## src/rtl/led_ctrl_pkg.sv

```systemverilog
// Shared types and constants for the LED mode controller: mode encoding,
// per-mode seed patterns, dim-level type and the per-tick pattern update.
package led_ctrl_pkg;

    typedef enum logic [1:0] {
        MODE_OFF   = 2'd0,
        MODE_COUNT = 2'd1,
        MODE_SHIFT = 2'd2,
        MODE_BLINK = 2'd3
    } mode_e;

    typedef logic [1:0] dim_t;

    localparam logic [3:0] SEED_OFF   = 4'b0000;
    localparam logic [3:0] SEED_COUNT = 4'b0000;
    localparam logic [3:0] SEED_SHIFT = 4'b0001;
    localparam logic [3:0] SEED_BLINK = 4'b1111;

    localparam dim_t DIM_RESET = 2'd3;

    localparam int BTN_MODE  = 0;
    localparam int BTN_PAUSE = 1;
    localparam int BTN_DIM   = 2;

    function automatic logic [3:0] mode_seed(input mode_e m);
        logic [3:0] seed;
        case (m)
            MODE_COUNT: seed = SEED_COUNT;
            MODE_SHIFT: seed = SEED_SHIFT;
            MODE_BLINK: seed = SEED_BLINK;
            default:    seed = SEED_OFF;
        endcase
        return seed;
    endfunction

    // Pattern after one tick; OFF forces the pattern dark whatever it held.
    function automatic logic [3:0] pattern_step(input mode_e m, input logic [3:0] p);
        logic [3:0] nxt;
        case (m)
            MODE_COUNT: nxt = p + 4'd1;
            MODE_SHIFT: nxt = {p[2:0], p[3]};
            MODE_BLINK: nxt = ~p;
            default:    nxt = SEED_OFF;
        endcase
        return nxt;
    endfunction

endpackage

```

## src/rtl/btn_debounce.sv

```systemverilog
// One push-button: 2-flop synchroniser, debounce counter and a one-cycle
// press pulse issued the cycle after an accepted 0->1 transition.
module btn_debounce #(
    parameter int DEBOUNCE_CYCLES = 4
) (
    input  logic sclk,
    input  logic rst_n,
    input  logic raw,
    output logic press
);

    localparam int CW = $clog2(DEBOUNCE_CYCLES + 1);
    localparam logic [CW-1:0] CNT_LAST = CW'(DEBOUNCE_CYCLES - 1);

    logic          sync_a;
    logic          sync_b;
    logic          accepted;
    logic          accepted_prev;
    logic [CW-1:0] cnt;

    always_ff @(posedge sclk or negedge rst_n) begin
        if (!rst_n) begin
            sync_a        <= 1'b0;
            sync_b        <= 1'b0;
            accepted      <= 1'b0;
            accepted_prev <= 1'b0;
            cnt           <= '0;
            press         <= 1'b0;
        end else begin
            sync_a        <= raw;
            sync_b        <= sync_a;
            accepted_prev <= accepted;
            press         <= accepted & ~accepted_prev;
            // Any cycle agreeing with the accepted state restarts the count.
            if (sync_b == accepted) begin
                cnt <= '0;
            end else if (cnt == CNT_LAST) begin
                accepted <= sync_b;
                cnt      <= '0;
            end else begin
                cnt <= cnt + CW'(1);
            end
        end
    end

endmodule

```

## src/rtl/led_mode_ctrl.sv

```systemverilog
// LED pattern controller: mode/pause/dim buttons drive a stepped LED pattern.
// Define LED_MODE_CTRL_PWM_EN to add the btn[2] dim level and PWM gating.
module led_mode_ctrl
    import led_ctrl_pkg::*;
#(
    parameter int DEBOUNCE_CYCLES = 4,
    parameter int STEP_CYCLES     = 8
) (
    input  logic       sclk,
    input  logic       rst_n,
    input  logic [3:0] btn,
    output logic [3:0] led,
    output logic [1:0] mode,
    output logic       paused
);

    localparam int PW = (STEP_CYCLES > 1) ? $clog2(STEP_CYCLES) : 1;
    localparam logic [PW-1:0] PRE_LAST = PW'(STEP_CYCLES - 1);

    logic [2:0]    press;
    logic          mode_press;
    logic          pause_press;
    mode_e         state;
    mode_e         state_next;
    logic [3:0]    seed_next;
    logic [3:0]    pattern;
    logic          paused_q;
    logic [PW-1:0] pre_cnt;
    logic          tick;

    for (genvar i = 0; i < 3; i++) begin : g_btn
        btn_debounce #(
            .DEBOUNCE_CYCLES(DEBOUNCE_CYCLES)
        ) u_debounce (
            .sclk (sclk),
            .rst_n(rst_n),
            .raw  (btn[i]),
            .press(press[i])
        );
    end

    assign mode_press  = press[BTN_MODE];
    assign pause_press = press[BTN_PAUSE];
    assign tick        = (pre_cnt == PRE_LAST);

    // Mode FSM: state register
    always_ff @(posedge sclk or negedge rst_n) begin
        if (!rst_n) begin
            state <= MODE_OFF;
        end else begin
            state <= state_next;
        end
    end

    // Mode FSM: next state
    always_comb begin
        state_next = state;
        if (mode_press) begin
            case (state)
                MODE_OFF:   state_next = MODE_COUNT;
                MODE_COUNT: state_next = MODE_SHIFT;
                MODE_SHIFT: state_next = MODE_BLINK;
                default:    state_next = MODE_OFF;
            endcase
        end
    end

    // Mode FSM: outputs
    always_comb begin
        mode      = state;
        seed_next = mode_seed(state_next);
    end

    // A mode change outranks both a coincident pause toggle and a tick.
    always_ff @(posedge sclk or negedge rst_n) begin
        if (!rst_n) begin
            pattern  <= SEED_OFF;
            paused_q <= 1'b0;
            pre_cnt  <= '0;
        end else if (mode_press) begin
            pattern  <= seed_next;
            paused_q <= 1'b0;
            pre_cnt  <= '0;
        end else begin
            if (pause_press) begin
                paused_q <= ~paused_q;
            end
            if (!paused_q) begin
                pre_cnt <= tick ? '0 : pre_cnt + PW'(1);
                if (tick) begin
                    pattern <= pattern_step(state, pattern);
                end
            end
        end
    end

    assign paused = paused_q;

`ifdef LED_MODE_CTRL_PWM_EN
    dim_t       dim;
    logic [1:0] pwm_cnt;
    logic [3:0] led_q;
    logic       unused_btn;

    // dim=3 keeps the gate open every cycle; dim=0 opens it one cycle in four.
    always_ff @(posedge sclk or negedge rst_n) begin
        if (!rst_n) begin
            dim     <= DIM_RESET;
            pwm_cnt <= 2'd0;
            led_q   <= 4'b0000;
        end else begin
            pwm_cnt <= pwm_cnt + 2'd1;
            if (press[BTN_DIM]) begin
                dim <= dim - 2'd1;
            end
            led_q <= pattern & {4{pwm_cnt <= dim}};
        end
    end

    assign led        = led_q;
    assign unused_btn = btn[3];
`else
    logic [1:0] unused_btn;

    assign led        = pattern;
    assign unused_btn = {btn[3], press[BTN_DIM]};
`endif

endmodule

```

## config.mk

```make
export PLATFORM = sky130hd
export DESIGN_NAME = led_mode_ctrl
export DESIGN_NICKNAME = d
export VERILOG_FILES = /design/src/rtl/led_ctrl_pkg.sv /design/src/rtl/btn_debounce.sv /design/src/rtl/led_mode_ctrl.sv
export SDC_FILE = /design/constraint.sdc
export NUM_CORES = 1
export LEC_CHECK = 0
export ABC_CLOCK_PERIOD_IN_PS = 1600
export CAP_MARGIN = 20
export CORE_MARGIN = 1
export CORE_UTILIZATION = 54
export DETAILED_ROUTE_END_ITERATION = 8
export GPL_TIMING_DRIVEN = 1
export PLACE_DENSITY = 0.77
export RECOVER_POWER = 100
export SYNTH_ARGS = -nofsm -noshare
export SYNTH_HDL_FRONTEND = slang
export SYNTH_SLANG_ARGS = --single-unit
```

## constraint.sdc

```tcl
create_clock -name sclk -period 1.6 [get_ports sclk]
set_input_delay 0.24 -clock sclk [delete_from_list [all_inputs] [get_ports sclk]]
set_output_delay 0.24 -clock sclk [all_outputs]
set_load 0.05 [all_outputs]
```

==> summary.txt, run 1 <==
Fmax achieved -> 0.667 GHz
worst-path fanout max -> 4
post-synthesis mux area share -> 0.0451
Nets -> 126
XOR/XNOR Fraction of Synth Area -> 0.0294
Adder-Cell Fraction of Synth Area -> 0.0943
Pwr Total -> 3010 µW
clk_lat worst skew -> 0.33 ns
R2R Path Start -> mode[1]$_DFF_PN0_
R2R setup slack -> 0.10 ns
drt pass-1 iters -> 4
Die X -> 49.0 µm
Rel. slew slack -> 0.590
Post-Syn Instances -> 96
1st-iter DRT viols -> 11
syn_area_per_cell -> 12.4 µm²
Setup Fix Bufs, Post-CTS -> 0
Die Footprint -> 2400 µm²
largest net degree at the start of global routing -> 27
switching pwr -> 1240 µW
Starting Density -> 0.590
clock power share -> 0.150
Comb pwr share -> 0.465
CTS Buf Count -> 3
FF+latch count, synth -> 26
fin crit period -> 1.50 ns
Final ANT Viol Nets -> 0
Synth Area in Compound Gates -> 0.110
vias per cell -> 5.53
Worst Tran Pin Value -> 0.616 ns
final setup vio count -> 0
Critical Path Start -> mode[1]$_DFF_PN0_
Layout Utilization -> 0.690
register share of total power -> 0.385
Tot GR Track Use -> 0.176
Final Max Slew Viols -> 0
vias in the first global route -> 690
critical-path cell list -> inv_2 > ha_4 > o211a_1 > a211oi_1 > a221oi_1
CTS Buffer Depth -> 2
Critical Path RT -> 1.80 ns
Antenna diodes -> 0
CP peak stage delay -> 0.47 ns
Routability Congestion -> 0.795
CP Launch Type -> register
WP data arrival -> 1.70 ns
Inst Count DP -> 133
Mapped Area -> 1190 µm²
footprint of the multi-input gates -> 546 µm²
initial antenna violation count -> 0
Core ar. -> 2020 µm²
Reg clk slew, reported paths -> 0.15 ns
Final Non-Filler Cells -> 137
hold path depth -> 0
height of the die -> 49.0 µm
Synthesized Nets -> 111
LEAKAGE -> 0.000652 µW
number of enable flip-flop cells after synthesis -> 0
ys flop type -> dfrtp_1
Worst Skew -> 0.00944 ns
CP max-delay cell -> dfrtp_2
final setup TNS -> 0 ns
Worst Setup EP -> led[2]$_DFFE_PN0P_
FF-to-FF path depth -> 5
pwr dens -> 2160 nW/µm²
FILL cells -> 155
detailed-route wire length per cell -> 13.5 µm
drt drc -> 0
H-tree depth reported by CTS -> 1
IO Count -> 13
Overflow after GRT -> 0
share of layout cells above drive strength 1 -> 0.227
register area share after synthesis -> 0.545
final setup margin -> 0.102 ns
Fin. Hold Viols -> 0
period utilisation layout -> 0.936
Simple-Gate Fraction of Synth Area -> 0.147
main combinational cell family by area after synthesis -> simple AND/OR/NAND/NOR gates
Pint -> 1770 µW
kind of critical path -> register to register
Synth-to-Final Area Change -> 16.9%
FP Rows -> 16
IO buf count -> 10
Worst Hold Class -> register to register
Netlist cell types -> 31
Switching Fraction -> 0.411
status -> finished, final reports clean
HPWL after detailed placement -> 1310 µm
CTS tree -> done
Synth Warn # -> 0
max_cap viols -> 0
CP endpoint kind -> register
clock root buffer -> clkbuf_4
first-pass GRT wire length -> 3080 µm
vias -> 758
CTS Sinks -> 26
Storage cell area -> 653 µm²
Worst R2R End -> led[2]$_DFFE_PN0P_
DRT Wirelength -> 1850 µm
Async SR Flop Fraction -> 1.00
Placement Setup Slack -> 0.0307 ns
Worst VDD drop -> 0.00108 V
unrepaired setup endpoints after global routing -> no
==> worst min-delay path by stage <==
stage                                         startpoint                                        to  slack, ns
floorplan                                          rst_n  g_btn[0].u_debounce.accepted$_DFFE_PN0P_      -0.06
global placement    g_btn[1].u_debounce.sync_a$_DFF_PN0_      g_btn[1].u_debounce.sync_b$_DFF_PN0_       0.34
CTS                                                rst_n                        led[3]$_DFFE_PN0P_       0.27
finish              g_btn[1].u_debounce.sync_a$_DFF_PN0_      g_btn[1].u_debounce.sync_b$_DFF_PN0_       0.37
global route        g_btn[1].u_debounce.sync_a$_DFF_PN0_      g_btn[1].u_debounce.sync_b$_DFF_PN0_       0.38
detailed placement  g_btn[1].u_debounce.sync_a$_DFF_PN0_      g_btn[1].u_debounce.sync_b$_DFF_PN0_       0.34
==> state kept, by name, summed over array words and instances (netlist names) <==
name and flops:
g_btn.u_debounce.cnt 6, led 4, pre_cnt 3, g_btn.u_debounce.accepted 2, g_btn.u_debounce.accepted_prev 2, g_btn.u_debounce.press 2
g_btn.u_debounce.sync_a 2, g_btn.u_debounce.sync_b 2, mode 2, paused 1
==> power groups by stage <==
stage                     Sequential, µW  Clock, µW  Combinational, µW
after CTS                           1150        458               1450
final                               1160        452               1400
after detailed placement            1170          0               1450
after global routing                1190        482               1530
after global placement              1150          0               1400
after floorplan                     1380          0                840
==> cell families after synthesis <==
logic type,after synthesis
adder cells (fa/ha/maj),9
flip-flops,26
multiplexers,5
XOR/XNOR,4
AND/OR/NAND/NOR,29
buffers and inverters,7
AO/OA/AOI/OAI,16
==> area by class of cell <==
class                   count  area share
repair buffers             12      0.0637
well taps                  27      0.0242
flip-flops and latches     26       0.468
clock inverters             1      0.0215
inverters                   5      0.0152
clock buffers               3      0.0161
multi-input cells          63       0.391
==> critical path, delay by kind of cell (launching register included) <==
| kind | cells | cell delay [ns] |
|---|---|---|
| buffers and inverters | 1 | 0.12 |
| adders and majority gates | 1 | 0.22 |
| DFF | 1 | 0.47 |
| AOI/OAI and AO/OA | 3 | 0.58 |
==> stage by stage <==
stage               cell area [µm²]  hold slack (ns)
floorplan                      1220          -0.0556
global placement               1350            0.337
detailed placement             1350            0.339
CTS                            1410            0.265
global route                   1400            0.376
finish                         1400            0.368
==> repair_timing <==
| action | CTS | global route |
|---|---|---|
| endpoints found under the setup margin | 1 | 2 |
| hold buffers | 0 | 0 |
| resized for setup | 1 | 2 |
| pin swaps | 0 | 0 |
==> cell usage after synthesis (2+ instances only) <==
library cell / count / area share
nor2_1: 5 / 0.016
ha_1: 9 / 0.094
nor3b_1: 4 / 0.025
mux2_2: 3 / 0.028
o21ai_0: 3 / 0.013
nor2b_1: 3 / 0.016
and3b_1: 3 / 0.022
a221oi_1: 3 / 0.022
inv_1: 5 / 0.016
xnor2_1: 3 / 0.022
mux2i_1: 2 / 0.017
nand2b_1: 4 / 0.021
nand2_1: 6 / 0.019
dfrtp_1: 26 / 0.55
==> metal layers <==
metal  up-vias  part of all wire  GRT usage
li1        367                 -          -
met1       373              0.46      0.219
met2        16              0.49      0.306
met3         2             0.036     0.0374
met4         0            0.0097     0.0588
met5         -                 0          0
==> cells in the final DEF (no fill, tap or decap) <==
master / count
nand2b_1: 4
clkbuf_1: 1
and2_4: 1
a211oi_1: 1
ha_4: 3
nor2b_1: 3
bufinv_16: 1
ha_1: 6
inv_2: 1
and3b_1: 3
dfrtp_1: 24
buf_12: 1
a2bb2oi_1: 1
a311o_1: 1
o21ai_0: 3
and2_1: 1
nand3_1: 1
o21bai_1: 1
a221o_1: 1
nand2_1: 6
inv_4: 1
dlygate4sd3_1: 3
inv_1: 3
clkbuf_2: 7
nor3b_1: 4
dfrtp_2: 2
xnor2_1: 3
mux2i_1: 2
a221oi_1: 3
a2111oi_2: 1
a21oi_1: 1
clkbuf_4: 3
nand2b_4: 1
a21o_1: 1
a2111oi_0: 1
mux2_2: 3
o211a_1: 1
nor2_1: 5
xor2_1: 1
(Power assumes the default switching activity.)
==> run 2, diff against run 1 <==
Settings changed: CAP_MARGIN 20 to unset, SYNTH_HIERARCHICAL set to 1.
==> run 2 against run 1 <==
- wire length grew 9.5%
- final cell count is the same
- via count shrank 0.53%
- clock skew grew 0.0032 ns
- first-iteration DRC count shrank 45%
- register-to-register slack lost 0.02 ns
- core utilization shrank 2.9 points
==> summary.txt, run 2 <==
status -> finished, final reports clean
largest net degree at the start of global routing -> 27
Critical Path RT -> 1.83 ns
most frequent cells in the layout -> dfrtp_1, ha_1, clkbuf_2
Tot GR Track Use -> 0.196
Final ANT Viol Nets -> 0
FILL cells -> 159
Worst Hold Class -> register to register
syn_area_per_cell -> 12.5 µm²
Worst Skew -> 0.0127 ns
detailed-route wire length per cell -> 14.8 µm
Fin. Hold Viols -> 0
register area share after synthesis -> 0.541
commonest non-fill, non-tap cell in the layout -> dfrtp_1
period utilisation layout -> 0.948
final setup TNS -> 0 ns
max reg flops -> 6
H-tree depth reported by CTS -> 1
CTS Sinks -> 26
share of layout cells above drive strength 1 -> 0.218
worst-path fanout max -> 6
post-synth top area share -> 0.541
clk_lat worst skew -> 0.32 ns
HPWL after detailed placement -> 1450 µm
Antenna diodes -> 0
switching pwr -> 1280 µW
Starting Density -> 0.595
Async SR Flop Fraction -> 1.00
CTS tree -> done
ys flop type -> dfrtp_1
Post-synth top cells -> dfrtp_1, ha_1, nand2_1, nor2_1
Setup Fix Bufs, Post-CTS -> 0
most numerous cell in the Yosys netlist -> dfrtp_1
WP data arrival -> 1.75 ns
LEAKAGE -> 0.000621 µW
critical-path cell list -> inv_1 > ha_2 > nand2b_1 > mux2_4 > a311oi_2
CP top delay family -> flip-flops
Die Footprint -> 2420 µm²
synth top area cells -> dfrtp_1, ha_1, nor2b_4
vias in the first global route -> 791
final setup vio count -> 0
Synth-to-Final Area Change -> 11.0%
DRT Wirelength -> 2030 µm
Final Non-Filler Cells -> 137
clock power share -> 0.102
CP peak stage delay -> 0.46 ns
crit path buf inv count -> 1
Switching Fraction -> 0.450
kind of critical path -> register to register
Worst VDD drop -> 0.00115 V
FP Rows -> 16
number of enable flip-flop cells after synthesis -> 0
Die X -> 49.2 µm
vias -> 754
drt pass-1 iters -> 5
fin crit period -> 1.52 ns
CP endpoint kind -> register
Post-Syn Instances -> 96
vias per cell -> 5.50
Final Max Slew Viols -> 0
CTS Buffer Depth -> 2
1st-iter DRT viols -> 6
max_cap viols -> 0
Fmax achieved -> 0.659 GHz
Synth Warn # -> 6
CP Launch Type -> register
Yosys top cell by area -> dfrtp_1
Netlist cell types -> 33
CP max-delay cell -> dfrtp_2
Routability Congestion -> 0.832
drt drc -> 0
Synthesized Nets -> 111
CTS Buf Count -> 3
pwr dens -> 2130 nW/µm²
Core ar. -> 2020 µm²
Reg clk slew, reported paths -> 0.14 ns
height of the die -> 49.2 µm
register share of total power -> 0.404
Comb pwr share -> 0.494
Hold Slack -> 0.369 ns
clock root buffer -> clkbuf_4
initial antenna violation count -> 0
Nets -> 126
Layout Utilization -> 0.661
FF+latch count, synth -> 26
Rel. slew slack -> 0.578
first-pass GRT wire length -> 3530 µm
Inst Count DP -> 133
unrepaired setup endpoints after global routing -> no
Worst Tran Pin Value -> 0.633 ns
Mapped Area -> 1200 µm²
Pint -> 1560 µW
Overflow after GRT -> 0
register name with the most flops -> g_btn.u_debounce/cnt
IO Count -> 13
IO buf count -> 10
post-route cell area -> 1340 µm²
Post-DP Area -> 1380 µm²
## run 2: power by group through the flow
stage                     Sequential [µW]  Clock, µW  Combinational [µW]
after floorplan                      1390          0                 814
after global placement               1160          0                1480
after detailed placement             1190          0                1540
after CTS                            1170        293                1550
after global routing                 1190        321                1530
final                                1150        290                1400
## run 2: worst paths after layout
kind,start,endpoint,slack [ns],cells past startpoint
max in group asynchronous,rst_n,mode[1]$_DFF_PN0_,0.72,2
min in group asynchronous,rst_n,pre_cnt[0]$_DFFE_PN0P_,0.45,2
worst min-delay path,g_btn[1].u_debounce/sync_a$_DFF_PN0_,g_btn[1].u_debounce/sync_b$_DFF_PN0_,0.37,0
worst min register to register,g_btn[1].u_debounce/sync_a$_DFF_PN0_,g_btn[1].u_debounce/sync_b$_DFF_PN0_,0.37,0
worst max register to register,mode[1]$_DFF_PN0_,led[3]$_DFFE_PN0P_,0.08,5
worst max-delay path,mode[1]$_DFF_PN0_,led[3]$_DFFE_PN0P_,0.08,5
## run 2: timing repair
action	CTS	global route
hold buffers	0	0
gates resized for setup	0	3
setup endpoints to repair	0	4
## run 2: logic make-up after synthesis
kind of cell	Yosys count	synth area share
buffers and inverters	6	0.0249
flip-flops	26	0.541
AO/OA/AOI/OAI	18	0.114
adder cells (fa/ha/maj)	9	0.0936
multiplexers	5	0.0478
XOR/XNOR	3	0.0218
AND/OR/NAND/NOR	29	0.157
## run 2: layer usage
metal	track usage	vias to the layer above	routed length, µm
met3	0.0530	4	81
li1	-	365	-
met5	0	-	0
met1	0.232	368	921
met4	0.0735	0	34
met2	0.338	17	993
## run 2: per-stage QoR
| step | setup WS, ns | total power, µW |
|---|---|---|
| CTS | 0.0608 | 3020 |
| global route | 0.00462 | 3040 |
| floorplan | 0.0145 | 2210 |
| global placement | 0.123 | 2640 |
| detailed placement | 0.108 | 2730 |
| finish | 0.0830 | 2840 |
## run 2: area by class of cell
type	instances	area, µm²	area share
Tap cell	27	33.8	0.0253
Inverter	4	15.0	0.0112
Multi-Input combinational cell	64	519	0.389
Timing Repair Buffer	12	88.8	0.0665
Clock buffer	4	26.3	0.0197
Sequential cell	26	653	0.489
## run 2: worst reg2reg max path: stages, from the launching register on
cell	delay [ns]
dfrtp_2	0.46
inv_1	0.11
ha_2	0.26
nand2b_1	0.09
mux2_4	0.28
a311oi_2	0.23
